$ cat config.mk
export PLATFORM = sky130hd
export DESIGN_NAME = scan_decoder_74138
export DESIGN_NICKNAME = d
export VERILOG_FILES = /design/src/rtl/scan_decoder_74138.sv
export SDC_FILE = /design/constraint.sdc
export NUM_CORES = 1
export LEC_CHECK = 0
export CAP_MARGIN = 5
export CORE_UTILIZATION = 40
export DETAILED_ROUTE_END_ITERATION = 7
export GPL_TIMING_DRIVEN = 0
export PLACE_DENSITY_LB_ADDON = 0.1
export SLEW_MARGIN = 20
export SYNTH_ARGS = -nofsm -noshare
export SYNTH_HDL_FRONTEND = slang
export SYNTH_SLANG_ARGS = --single-unit
$ cat constraint.sdc
create_clock -name clk_i -period 2.6 [get_ports clk_i]
set_clock_uncertainty 0.2 [all_clocks]
set_input_delay 0.52 -clock clk_i [delete_from_list [all_inputs] [get_ports clk_i]]
set_output_delay 0.52 -clock clk_i [all_outputs]
set_load 0.01 [all_outputs]
$ cat src/rtl/scan_decoder_74138.sv
// Registered 74138-style decoder with direct and scan modes.
// Decodes a SEL_W-bit channel into 2**SEL_W active-low outputs gated by the
// G1 / /G2A / /G2B enable triple. In scan mode an internal counter walks the
// channels 0..last_i, holding each for dwell_i+1 cycles.
module scan_decoder_74138 #(
  parameter int SEL_W   = 3,
  parameter int DWELL_W = 8
) (
  input  logic                    clk_i,
  input  logic                    rst_i,
  input  logic [SEL_W-1:0]        select_i,
  input  logic                    g1_en_i,
  input  logic                    g2a_en_n_i,
  input  logic                    g2b_en_n_i,
  input  logic                    mode_i,
  input  logic [DWELL_W-1:0]      dwell_i,
  input  logic [SEL_W-1:0]        last_i,
  output logic [(1<<SEL_W)-1:0]   yn_o,
  output logic [SEL_W-1:0]        cur_sel_o,
  output logic                    wrap_o
);

  localparam int NOUT = 1 << SEL_W;

  typedef enum logic [1:0] {
    ST_IDLE   = 2'd0,
    ST_DIRECT = 2'd1,
    ST_SCAN   = 2'd2
  } state_t;

  state_t               r_state;
  state_t               w_state_nxt;
  logic [SEL_W-1:0]     r_cur_sel;
  logic [SEL_W-1:0]     w_sel_nxt;
  logic [DWELL_W-1:0]   r_dwell_cnt;
  logic [DWELL_W-1:0]   w_cnt_nxt;
  logic                 r_wrap;
  logic                 w_wrap_nxt;
  logic [NOUT-1:0]      r_yn;
  logic [NOUT-1:0]      w_yn_nxt;
  logic                 w_en;

  // Active-low one-hot: all ones except the selected channel.
  function automatic logic [NOUT-1:0] decode_n(input logic [SEL_W-1:0] sel);
    logic [NOUT-1:0] v;
    v      = {NOUT{1'b1}};
    v[sel] = 1'b0;
    return v;
  endfunction

  assign w_en = g1_en_i & ~g2a_en_n_i & ~g2b_en_n_i;

  // Next-state, channel, dwell and wrap decisions; enable outranks mode.
  always_comb begin
    w_state_nxt = r_state;
    w_sel_nxt   = r_cur_sel;
    w_cnt_nxt   = r_dwell_cnt;
    w_wrap_nxt  = 1'b0;
    if (!w_en) begin
      // Pause: position and dwell count are kept for a later resume.
      w_state_nxt = ST_IDLE;
    end else begin
      case (r_state)
        ST_IDLE: begin
          if (mode_i) begin
            // Resume scanning at the held channel with a fresh dwell.
            w_state_nxt = ST_SCAN;
            w_cnt_nxt   = {DWELL_W{1'b0}};
          end else begin
            w_state_nxt = ST_DIRECT;
            w_sel_nxt   = select_i;
          end
        end
        ST_DIRECT: begin
          if (mode_i) begin
            w_state_nxt = ST_SCAN;
            w_sel_nxt   = {SEL_W{1'b0}};
            w_cnt_nxt   = {DWELL_W{1'b0}};
          end else begin
            w_sel_nxt   = select_i;
          end
        end
        ST_SCAN: begin
          if (!mode_i) begin
            w_state_nxt = ST_DIRECT;
            w_sel_nxt   = select_i;
            w_cnt_nxt   = {DWELL_W{1'b0}};
          end else if (r_dwell_cnt == dwell_i) begin
            w_cnt_nxt = {DWELL_W{1'b0}};
            // >= so a last_i lowered below the position wraps on this advance.
            if (r_cur_sel >= last_i) begin
              w_sel_nxt  = {SEL_W{1'b0}};
              w_wrap_nxt = 1'b1;
            end else begin
              w_sel_nxt  = r_cur_sel + SEL_W'(1);
            end
          end else begin
            // Counter wraps modulo 2**DWELL_W if dwell_i drops below it.
            w_cnt_nxt = r_dwell_cnt + DWELL_W'(1);
          end
        end
        default: begin
          w_state_nxt = ST_IDLE;
        end
      endcase
    end
  end

  // Output pattern that the registered outputs will show next cycle.
  always_comb begin
    w_yn_nxt = {NOUT{1'b1}};
    if (w_state_nxt == ST_IDLE) begin
      w_yn_nxt = {NOUT{1'b1}};
    end else begin
      w_yn_nxt = decode_n(w_sel_nxt);
    end
  end

  // State and registered outputs, cleared immediately by async reset.
  always_ff @(posedge clk_i or posedge rst_i) begin
    if (rst_i) begin
      r_state     <= ST_IDLE;
      r_cur_sel   <= {SEL_W{1'b0}};
      r_dwell_cnt <= {DWELL_W{1'b0}};
      r_wrap      <= 1'b0;
      r_yn        <= {NOUT{1'b1}};
    end else begin
      r_state     <= w_state_nxt;
      r_cur_sel   <= w_sel_nxt;
      r_dwell_cnt <= w_cnt_nxt;
      r_wrap      <= w_wrap_nxt;
      r_yn        <= w_yn_nxt;
    end
  end

  assign yn_o      = r_yn;
  assign cur_sel_o = r_cur_sel;
  assign wrap_o    = r_wrap;

endmodule
* Yosys cells after proc, flatten, opt, wreduce, memory -nomap -nowiden *
Index checks and enable logic that the tools add are counted.
W data, S select, Z words.

operators by class
  add/subtract/negate cells = 2
  $lt $le $gt $ge = 3
  equality and inequality tests = 4
  muxes and demuxes = 24
  bitwise operators = 5
  reductions and logical operators = 6

operators with widths
  kind                   number
  $mux W8                4
  $mux W3                6
  $pmux W8 S2            1
  $pmux W3 S3            1
  $add A8 B1 Y8 const B  1
  $eq A8 B8 Y1           1
  $mux W2                4
  $not A8 Y8             1
  $mux W1                6
  $pmux W2 S3            1
  $logic_not A2 Y1       2
  $lt A3 B4 Y1 const B   1
  $add A3 B1 Y3 const B  1
  $demux W1 S3           1
  $ge A3 B1 Y1 const B   1
  $ge A3 B3 Y1           1
  $reduce_and A3 Y1      1
  $and A1 B1 Y1          2
  $eq A2 B1 Y1 const B   1
  $eq A2 B2 Y1 const B   1
  $ne A2 B1 Y1 const B   1
  $not A1 Y1             2
  $reduce_bool A2 Y1     1
  $reduce_or A2 Y1       1
  $logic_and A1 B1 Y1    1

storage, ports and cells
  flip-flop bits (word level) = 22
  bits of input ports = 20
  output and inout port bits = 12
  logic and storage cells = 49

* Depth between registers and ports, before layout *
Gate-level depths: netlist of the first run.

  depth after elaboration = 12
  mapped depth = 8

* Worst setup path after synthesis of the first run *
Ideal clock, no wire load.

  kind = input-to-reg
  from = input last_i[2]
  to = register r_yn[1], in the netlist yn_o[1]
  library setup time = 0.066 ns
  data arrival time = 1.992 ns
  data required time = 2.334 ns
  slack = 0.342 ns
  stages = 8
  cell sequence = inv_1 > ha_1 > a21o_2 > a31oi_1 > nor2b_1 > o21ai_1 > a41oi_4 > nand3b_1

on the way
  longest elaborated chain between the ends = 12

ends and longest elaborated chain
  element                                                             line  RTL
  start, declared                                                     17    input logic [SEL_W-1:0] last_i,
  $ge A3 B3 Y1 *                                                      91    if (r_cur_sel >= last_i) begin
  $mux W3 *                                                           91
  $mux W3 *                                                           88    end else if (r_dwell_cnt == dwell_i) begin
  $mux W3 *                                                           84    if (!mode_i) begin
  $pmux W3 S3 *                                                       63    case (r_state)
  $mux W3 *                                                           59    if (!w_en) begin
  net w_sel_nxt[2]                                                    34    logic [SEL_W-1:0] w_sel_nxt;
  $lt A3 B4 Y1 (implied by the code) or $ge A3 B1 Y1 (tied branches)  47    v[sel] = 1'b0;
  $logic_and A1 B1 Y1 (implied by the code)                           47
  $mux W1 (implied by the code)                                       47
  $demux W1 S3 *                                                      47
  $not A8 Y8 (no line) *                                              --
  $mux W8 *                                                           112   if (w_state_nxt == ST_IDLE) begin
  net w_yn_nxt[1]                                                     40    logic [NOUT-1:0] w_yn_nxt;
  end signal, assigned                                                126   r_yn <= {NOUT{1'b1}};
  end signal, assigned                                                132   r_yn <= w_yn_nxt;
  end, declared                                                       39    logic [NOUT-1:0] r_yn;

Mark *: on every way through the listed nets, which the timed path passes. The rest lies on a longest branch.
A chain may end at the register's enable or synchronous reset.

* Worst setup path in the final report of the first run *
Same ends and word-level chain as after synthesis.

==> metrics.md, run 1 <==
| Metric | Value |
|---|---|
| CP Cell Sequence | `clkdlybuf4s50_1 -> inv_1 -> ha_1 -> a21o_2 -> a31oi_4 -> nor2b_1 -> o21ai_1 -> a41oi_4 -> nand3b_1` |
| Routed WL per cell | `approximately 14 um` |
| Mapped Area | `roughly 1400 um^2` |
| Startpoint class of the critical path | `input port` |
| Peak Freq | `approximately 400 MHz` |
| Post-synth top area cell | `dfrtp_1` |
| Core Util, Final | `between 50 and 60%` |
| Design Power | `846.4 uW` |
| CTS tree | `yes` |
| Hold WS | `0.4142 ns` |
| Row cnt | `21` |
| Clock Sinks | `22` |
| Io pins | `32` |
| First-pass GRT wire length | `around 5 mm` |
| Crit path largest cell delay | `roughly 0.45 ns` |
| Predominant post-synthesis flop cell | `dfrtp_1` |
| Leakage | `between 0.0007 and 0.0008 uW` |
| DP HPWL | `2.214 mm` |
| GRT Overall Usage | `18.31%` |
| Synth warnings | `0` |
| Asr flop ratio synth | `between 90% and 100%` |
| Outcome | `finished, final reports clean` |
| Post-route antenna net violation count | `0` |
| Final hold vios | `0` |
| Nets | `195` |
| Vias | `approximately 1100` |
| Area share of the largest cell type after synthesis | `roughly a quarter` |
| Tmin final | `approximately 2.5 ns` |
| TritonRoute pass-1 iters | `4` |
| Clk_lat worst skew | `~0.31 ns` |
| CP Capture Type | `register` |
| Remaining global-route overflow | `0` |
| Placed instance area | `1759 um^2` |
| Final instance area | `around 1800 um^2` |
| Die Span X | `around 61 um` |
| Final wirelength | `between 2 and 3 mm` |
| Die outline height | `approximately 61 um` |
| Worst Path Required | `around 2.7 ns` |
| VDD IR max | `0.1887 mV` |
| Post-CTS Setup Bufs | `0` |
| Sequential element share of the synthesized area | `between 40 and 50%` |
| Mapped Cells | `134` |
| PwrDens | `~460 nW/um^2` |
| Post-synthesis register bit count | `22` |
| Worst path bufs/invs | `2` |
| Period utilization | `around 96%` |
| Initial antenna violation count | `0` |
| Final Max Tran Viols | `0` |
| Fillers | `between 300 and 400` |
| Post-synth EDFFs | `0` |
| CTS buffer count | `3` |
| Initial core utilization | `41.69%` |
| GP Congestion | `approximately 0.86` |
| Ranking of synthesized cells by area | `dfrtp_1 25%, dfstp_2 15%, xor2_1 7.6%` |
| Least-Margin Pin Slew | `between 0.8 and 0.9 ns` |
| Distinct cells, synth | `42` |
| Slew margin rel. | `between 40% and 50%` |
| Fraction of layout cells with a size suffix above 1 | `between 10% and 20%` |
| Mapped Nets | `between 150 and 200` |
| CP Class | `input port to register` |
| MaxCap Viol Count | `0` |
| DRC errors left | `0` |
| Area growth from synthesis to final layout | `31.29%` |
| Hold Path Class | `register to register` |
| Slowest CP cell | `clkdlybuf4s50_1` |
| Largest net degree at the start of global routing | `23` |
| Crit-path max FO | `9` |
| Number of H-tree levels | `1` |
| Core Region | `around 3300 um^2` |
| Crit path max-delay family | `compound AO/OA/AOI/OAI gates` |
| I/O Buffers | `31` |
| CTS root buf | `clkbuf_4` |
| Number of global-route vias before repair | `about 1100` |
| Via density | `5.260` |
| N_diodes | `0` |
| Syn_area_per_cell | `10.38 um^2` |
| Final setup vio count | `0` |
| Drt initial violations | `26` |
| Data arrival time of the critical path | `2.56 ns` |
| Die area | `about 3700 um^2` |
| RSZ-0062 raised after global routing | `false` |
| Max clock buf depth | `2` |
| Clk slew on worst S/H paths | `0.13 ns` |
==> state kept, by name, summed over array words and instances, names as in the netlist <==
signal,cells
r_dwell_cnt,8
yn_o,8
cur_sel_o,3
r_state,2
wrap_o,1
==> final cells by class <==
cell class                 instances  area [um^2]  area share (%)
multi-input combinational        101        779.5           42.67
sequential                        22        560.5           30.68
timing repair buffer              31        310.3           16.99
tap                               46        57.56           3.151
buffer                             3        36.28           1.986
clock inverter                     1        30.03           1.644
inverter                           8        30.03           1.644
clock buffer                       3        22.52           1.233
==> cells by family after synthesis <==
group | share of synthesized area [%]
compound gates | 12.68
simple gates | 27.88
buf+inv | 4.766
xor+xnor | 9.892
fa+ha+maj | 4.496
flops | 40.29
==> cell usage after synthesis, drive strengths merged, types with 2 or more instances <==
cell type,number
nor2,15
dfrtp,14
xor2,14
nand2,10
dfstp,8
inv,8
nand3,7
ha,5
nand4,5
o21ai,5
nand2b,4
nor3,4
a21oi,3
and2,3
nor3b,3
a2bb2oi,2
a31oi,2
and4,2
buf,2
nand3b,2
nor2b,2
nor4,2
==> worst paths after layout <==
kind	start	end	slack [ns]	cells after the start
worst max register to register	cur_sel_o[0]$_DFF_PP0_	yn_o[1]$_DFF_PP1_	0.27	8
worst min-delay path	r_dwell_cnt[1]$_DFFE_PP0P_	r_dwell_cnt[1]$_DFFE_PP0P_	0.41	2
worst max-delay path	last_i[2]	yn_o[1]$_DFF_PP1_	0.1	9
max in group asynchronous	rst_i	wrap_o$_DFF_PP0_	1.25	2
worst min register to register	r_dwell_cnt[1]$_DFFE_PP0P_	r_dwell_cnt[1]$_DFFE_PP0P_	0.41	2
min in group asynchronous	rst_i	r_dwell_cnt[7]$_DFFE_PP0P_	0.45	2
==> placed cells by master, fill, tap and decap left out, types with 2 or more instances in the layout <==
cell type,netlist,layout
clkdlybuf4s50_1,0,31
nor2_1,15,15
dfrtp_1,14,14
xor2_1,12,12
nand2_1,9,9
inv_1,8,8
dfstp_2,8,8
nand3_1,7,7
nand4_1,5,5
ha_1,5,5
nand2b_1,4,4
o21ai_0,4,4
a21oi_1,3,3
nor3_1,3,3
clkbuf_4,0,3
xor2_2,2,2
nor4_4,2,2
buf_6,2,2
nor3b_2,2,2
nor2b_1,2,2
a2bb2oi_1,2,2
nand3b_1,2,2
==> routing by layer <==
layer  global-route usage (%)  up-vias  wire, um
li1                         -      541         -
met1                    22.12      564      1230
met2                    32.18       22      1575
met3                    3.198        4       100
met4                    7.468        0        36
met5                        0        -         0
==> worst reg2reg max path, cell delays in order, from the launching register on <==
cell      delay (ns)
dfrtp_1         0.46
inv_1           0.16
ha_1            0.25
nand2b_1        0.17
a31oi_4         0.27
nor2b_1         0.17
o21ai_1         0.10
a41oi_4         0.35
nand3b_1        0.16
==> metrics by stage <==
step / instances / worst slack [ns] / TNS (ns)
floorplan: 134 / 0.3421 / 0
CTS: 215 / 0.04101 / 0
detailed placement: 211 / -0.4231 / -4.092
global route: 215 / 0.03297 / 0
global placement: 211 / -0.3439 / -3.379
finish: 215 / 0.09649 / 0
==> what timing repair did <==
action | in CTS | in global routing
hold buffers | 0 | 0
gates resized for setup | 1 | 1
endpoints found under the setup margin | 8 | 7
pin swaps | 0 | 0
==> power by group <==
part / switching (uW) / leakage (uW) / total (uW) / internal [uW]
registers: 23.5 / 0.000266 / 383 / 360
clock network: 111 / 0.0000279 / 267 / 156
logic: 98.1 / 0.000463 / 196 / 98.0
Power figures use the tool's default switching activity.
==> inputs of run 2 (changes only) <==
- CORE_UTILIZATION: 40 -> 49
- CTS_CLUSTER_DIAMETER: default -> 30
- SETUP_SLACK_MARGIN: default -> 0.02
==> run 2 against run 1 <==
Utilization up 14 points. Total power shrank 9.9%. Register-to-register slack better by 0.04 ns. Sequential share of layout area increased by 0.78 points. Maximum frequency up 3.0%. Via count down 1.1%. Flip-flop and latch count did not move. Worst hold slack worse by 0.0057 ns. Clock-buffer cell count rose by 1. Combinational power is 4% lower. Non-clock buffer count stayed put. Critical path depth stayed put.
==> metrics.md, run 2 (same netlist as run 1, synthesis figures left out) <==
| Metric | Value |
|---|---|
| Final hold vios | `0 (unchanged)` |
| Tmin final | `2.431 ns (-0.07254 ns)` |
| Peak Freq | `411.4 MHz (+3.0%)` |
| Period utilization | `93.50% (-2.8 points)` |
| Remaining global-route overflow | `0 (unchanged)` |
| Fraction of layout cells with a size suffix above 1 | `18.93% (unchanged)` |
| Internal power | `540.5 uW (-12%)` |
| Nets | `195 (unchanged)` |
| Die outline height | `55.29 um (-9.3%)` |
| TritonRoute pass-1 iters | `4 (unchanged)` |
| Die area | `3056 um^2 (-18%)` |
| Clk slew on worst S/H paths | `0.13 ns (about the same)` |
| Via density | `5.618 (+6.8%)` |
| Net Sw Frac | `29.15% (+1.6 points)` |
| Hold WS | `0.4084 ns (-0.005724 ns)` |
| Final Max Tran Viols | `0 (unchanged)` |
| Initial antenna violation count | `0 (unchanged)` |
| Sequential share of power | `50.2% (+4.9 points)` |
| Final wirelength | `2.730 mm (-7.2%)` |
| Io pins | `32 (unchanged)` |
| Crit-path max FO | `6 (-3)` |
| Initial core utilization | `53.72% (+12 points)` |
| R2R depth | `8 (unchanged)` |
| Most common cell after layout, fill and taps aside | `clkdlybuf4s50_1` |
| Drt initial violations | `30 (+15%)` |
| Number of global-route vias before repair | `1102 (-0.36%)` |
| Hold Path Class | `register to register` |
| First-pass GRT wire length | `4.878 mm (-2.3%)` |
| Max clock buf depth | `2 (unchanged)` |
| Slew margin rel. | `47.42% (+1.5 points)` |
| Routed WL per cell | `13.72 um (+0.22%)` |
| CP Class | `input port to register` |
| Startpoint class of the critical path | `input port` |
| I/O Buffers | `31 (unchanged)` |
| Largest net degree at the start of global routing | `23 (unchanged)` |
| CP Capture Type | `register` |
| Most frequent cells in the layout | `31 x clkdlybuf4s50_1, 15 x nor2_1, 14 x dfrtp_1, 12 x xor2_1, 9 x nand2_1` |
| Clock Sinks | `22 (unchanged)` |
| Final setup vio count | `0 (unchanged)` |
| Post-route antenna net violation count | `0 (unchanged)` |
| CTS tree | `yes` |
| Number of H-tree levels | `1 (unchanged)` |
| Area growth from synthesis to final layout | `28.06%` |
| RSZ-0062 raised after global routing | `false` |
| DP HPWL | `2.195 mm (-0.87%)` |
| CTS root buf | `clkbuf_4` |
| N_diodes | `0 (unchanged)` |
| MaxCap Viol Count | `0 (unchanged)` |
| Finished Layout Cells | `199 (-7.4%)` |
| DRC errors left | `0 (unchanged)` |
| Psw | `222.4 uW (-4.6%)` |
| Outcome | `finished, final reports clean` |
| VDD IR max | `0.3466 mV (+84%)` |
| Row cnt | `18 (-14%)` |
| Clk_lat worst skew | `0.32 ns (about the same)` |
| Worst Path Required | `2.63 ns (-0.03 ns)` |
| Vias | `1118 (-1.1%)` |
| Least-Margin Pin Slew | `0.7879 ns (-0.02312 ns)` |
| Die Span X | `55.29 um (-9.3%)` |
| Core Region | `2590 um^2 (-22%)` |
| PwrDens | `428.2 nW/um^2 (-7.6%)` |
| GRT Overall Usage | `19.89% (+1.6 points)` |
| Leakage | `0.0007493 uW (-1.0%)` |
| Data arrival time of the critical path | `2.46 ns (-0.10 ns)` |
| Placed cell count | `195 (-7.6%)` |
| Hold Path Stages | `2 (unchanged)` |
| Clk pwr share | `25.2% (-6.4 points)` |
| GP Congestion | `0.8794 (+2.6%)` |
| CTS buffer count | `3 (unchanged)` |
| Gate power share | `24.6% (+1.4 points)` |
run 2: repair_timing:
item | CTS | global route
hold endpoints to repair | 0 | 0
hold buffers | 0 | 0
buffers inserted | 0 | 0
pin swaps | 0 | 1
gates resized for setup | 1 | 0
endpoints found under the setup margin | 6 | 7
run 2: stage by stage:
stage | power [uW] | TNS, ns | worst slack, ns | area, um^2 | utilization (%)
6_report | 762.9 | 0 | 0.1690 | 1782 | 68.79
3_3_place_gp | 569.0 | -2.764 | -0.3082 | 1739 | 67.15
5_1_grt | 808.0 | 0 | 0.05532 | 1782 | 68.79
3_5_place_dp | 575.2 | -3.655 | -0.3470 | 1739 | 67.15
4_1_cts | 767.5 | 0 | 0.08180 | 1782 | 68.79
2_1_floorplan | 500.3 | 0 | 0.3421 | 1391 | -
run 2: final cells by class:
type / instances / area, um^2
Sequential cell: 22 / 560.5
Tap cell: 30 / 37.54
Multi-Input combinational cell: 101 / 770.7
Buffer: 3 / 36.28
Timing Repair Buffer: 31 / 310.3
Inverter: 8 / 30.03
Fill cell: 202 / 808.3
Clock buffer: 4 / 36.28
run 2: final timing paths:
path	slack, ns	startpoint	endpoint
max	0.17	last_i[2]	yn_o[7]$_DFF_PP1_
min	0.41	r_dwell_cnt[5]$_DFFE_PP0P_	r_dwell_cnt[5]$_DFFE_PP0P_
max reg2reg	0.31	cur_sel_o[0]$_DFF_PP0_	yn_o[7]$_DFF_PP1_
min reg2reg	0.41	r_dwell_cnt[5]$_DFFE_PP0P_	r_dwell_cnt[5]$_DFFE_PP0P_
max in group asynchronous	1.27	rst_i	cur_sel_o[2]$_DFF_PP0_
min in group asynchronous	0.43	rst_i	r_dwell_cnt[7]$_DFFE_PP0P_
run 2: critical path: stages:
cell and delay (ns):
clkdlybuf4s50_1 0.45, inv_1 0.04, ha_1 0.31, a21o_2 0.20
a31oi_2 0.27, nand4_1 0.21, o311ai_4 0.18, and2_1 0.20
nand3_1 0.08
run 2: power by group through the flow:
stage / Clock (uW) / Combinational (uW) / Sequential [uW]
after floorplan: 0 / 113 / 388
after global placement: 0 / 181 / 388
after detailed placement: 0 / 187 / 389
after CTS: 194 / 190 / 383
after global routing: 213 / 208 / 387
final: 192 / 188 / 383
run 2: per-layer routing:
layer	up-vias	wire, um	global-route usage, %
li1	544	-	-
met1	544	1078	22.21
met2	25	1478	37.18
met3	5	146	6.323
met4	0	27	3.214
met5	-	0	0
==> inputs of run 3 (changes only) <==
- CORE_UTILIZATION: 49 -> 53
- clock period: 2.6 -> 3 ns (I/O delays scaled with it)
==> run 3 against run 2 <==
First-iteration DRC count shrank 47%. Final area grew 0.56%. Clock power grew 21%.
==> metrics.md, run 3 (same netlist as run 1, synthesis figures left out) <==
| Metric | Value |
|---|---|
| DRC errors left | `0 (unchanged)` |
| Die outline height | `53.24 um (-3.7%)` |
| Most common cell after layout, fill and taps aside | `clkdlybuf4s50_1` |
| Nets | `195 (unchanged)` |
| Die Span X | `53.24 um (-3.7%)` |
| Clk pwr share | `31.9% (+6.7 points)` |
| Die area | `2834 um^2 (-7.3%)` |
| Hold Path Class | `register to register` |
| Placed instance area | `1739 um^2 (unchanged)` |
| Remaining global-route overflow | `0 (unchanged)` |
| Final setup vio count | `0 (unchanged)` |
| Startpoint class of the critical path | `input port` |
| Fillers | `194 (-4.0%)` |
| Final wirelength | `2.997 mm (+9.8%)` |
| GP Congestion | `0.8262 (-6.0%)` |
| CP Class | `input port to register` |
| Final hold vios | `0 (unchanged)` |
| Fraction of layout cells with a size suffix above 1 | `18.34% (-0.59 points)` |
| Final Max Tran Viols | `0 (unchanged)` |
| GRT Overall Usage | `23.84% (+3.9 points)` |
| Largest net degree at the start of global routing | `23 (unchanged)` |
| PwrDens | `406.3 nW/um^2 (-5.1%)` |
| R2R depth | `8 (unchanged)` |
| Post-CTS Resized | `0 (-1)` |
| Gate power share | `22.4% (-2.2 points)` |
| CTS buffer count | `3 (unchanged)` |
| Most frequent cells in the layout | `31 x clkdlybuf4s50_1, 15 x nor2_1, 14 x dfrtp_1, 12 x xor2_1, 9 x nand2_1` |
| Routed WL per cell | `15.06 um (+9.8%)` |
| DP HPWL | `2.273 mm (+3.6%)` |
| Hold Buf Count CTS | `0 (unchanged)` |
| Hold Startpoint | `r_dwell_cnt[7]$_DFFE_PP0P_` |
| Core Region | `2477 um^2 (-4.3%)` |
| Vias | `1096 (-2.0%)` |
| Data arrival time of the critical path | `2.77 ns (+0.31 ns)` |
| CTS tree | `yes` |
| CP Capture Type | `register` |
| Leakage | `0.0007558 uW (+0.87%)` |
| Final instance area | `1792 um^2 (+0.56%)` |
| Crit-path max FO | `9 (+3)` |
| Tmin final | `around 2.7 ns` |
| Sequential share of power | `45.7% (-4.5 points)` |
| Post-Place Setup Slack | `-0.05649 ns (+0.2906 ns)` |
| Least-Margin Pin Slew | `0.8044 ns (+0.01649 ns)` |
| Peak Freq | `369.2 MHz` |
| Setup TNS | `0 ns (unchanged)` |
| RSZ-0062 raised after global routing | `false` |
| Worst Path Required | `3.06 ns (+0.43 ns)` |
| Reg-to-reg setup timing slack | `0.53 ns (+0.22 ns)` |
| Design Power | `728.0 uW (-4.6%)` |
| Psw | `199.9 uW (-10%)` |
| Clock Sinks | `22 (unchanged)` |
| First-pass GRT wire length | `4.719 mm (-3.3%)` |
| Final WS setup | `0.2913 ns (+0.1223 ns)` |
| Clk_lat worst skew | `0.32 ns (about the same)` |
| Initial antenna violation count | `0 (unchanged)` |
| N_diodes | `0 (unchanged)` |
| MaxCap Viol Count | `0 (unchanged)` |
| Hold Path Stages | `2 (unchanged)` |
| Outcome | `finished, final reports clean` |
| Number of global-route vias before repair | `1098 (-0.36%)` |
| Internal power | `528.2 uW (-2.3%)` |
| Clk slew on worst S/H paths | `0.12 ns (about the same)` |
| Period utilization | `between 90 and 100%` |
| Number of H-tree levels | `1 (unchanged)` |
| I/O Buffers | `31 (unchanged)` |
| Worst r2r dst | `yn_o[1]$_DFF_PP1_` |
| Post-CTS Setup Bufs | `0 (unchanged)` |
| R2R Path Start | `cur_sel_o[0]$_DFF_PP0_` |
| Drt initial violations | `16 (-47%)` |
| VDD IR max | `0.3306 mV (-4.6%)` |
| Row cnt | `18 (unchanged)` |
| Via density | `5.508 (-2.0%)` |
| Max clock buf depth | `2 (unchanged)` |
| Area growth from synthesis to final layout | `28.78%` |
| CTS root buf | `clkbuf_4` |
| Net Sw Frac | `27.45% (-1.7 points)` |
| Hold EP | `r_dwell_cnt[7]$_DFFE_PP0P_` |
| Slew margin rel. | `46.32% (-1.1 points)` |
| Post-route antenna net violation count | `0 (unchanged)` |
| Io pins | `32 (unchanged)` |
| Initial core utilization | `56.16% (+2.4 points)` |
| Hold WS | `0.4081 ns (-0.0003490 ns)` |
| TritonRoute pass-1 iters | `4 (unchanged)` |
[run 3: cell types whose count changed in the layout (fill, tap and decap cells not counted), sizes merged]
cell	previous run	this run
bufinv	0	1
clkbuf	5	4
[run 3: worst max-delay path by stage]
stage,to,startpoint,depth (start not counted),slack [ns]
final,yn_o[1]$_DFF_PP1_,last_i[2],9,0.29
after global routing,yn_o[1]$_DFF_PP1_,last_i[2],9,0.21
after CTS,yn_o[1]$_DFF_PP1_,last_i[2],9,0.30
after detailed placement,yn_o[5]$_DFF_PP1_,last_i[2],9,-0.06
after global placement,yn_o[3]$_DFF_PP1_,last_i[2],9,-0.007
after floorplan,yn_o[1]$_DFF_PP1_,last_i[2],8,0.66
[run 3: final cells by class]
type                       count  area (um^2)  area share (%)
inverter                       8        30.03           1.676
timing repair buffer          31        310.3           17.32
clock buffer                   3        22.52           1.257
sequential                    22        560.5           31.28
tap                           30        37.54           2.095
buffer                         3        36.28           2.025
multi-input combinational    101        764.5           42.67
clock inverter                 1        30.03           1.676
[run 3: critical path, stage by stage]
cell	delay, ns
clkdlybuf4s50_1	0.45
inv_1	0.04
ha_1	0.30
a21o_2	0.19
a31oi_1	0.40
nor2b_1	0.19
o21ai_1	0.10
a41oi_4	0.35
nand3b_1	0.15
[run 3: layer usage]
metal / global-route usage (%) / up-vias / part of all wire [%]
li1: - / 537 / -
met1: 25.04 / 532 / 42
met2: 45.00 / 21 / 53
met3: 4.598 / 6 / 3.4
met4: 10.09 / 0 / 2.0
met5: 0 / - / 0
[run 3: metrics by stage]
step | std cells | utilization (%)
floorplan | 134 | -
global placement | 195 | 70.20
detailed placement | 195 | 70.20
CTS | 199 | 72.32
global route | 199 | 72.32
finish | 199 | 72.32
[run 3: power by group through the flow]
stage / clock network (uW) / registers, uW / logic [uW]
floorplan: 0 / 336 / 97.7
global placement: 0 / 336 / 157
detailed placement: 0 / 337 / 163
CTS: 236 / 332 / 164
global route: 247 / 336 / 180
finish: 232 / 333 / 163
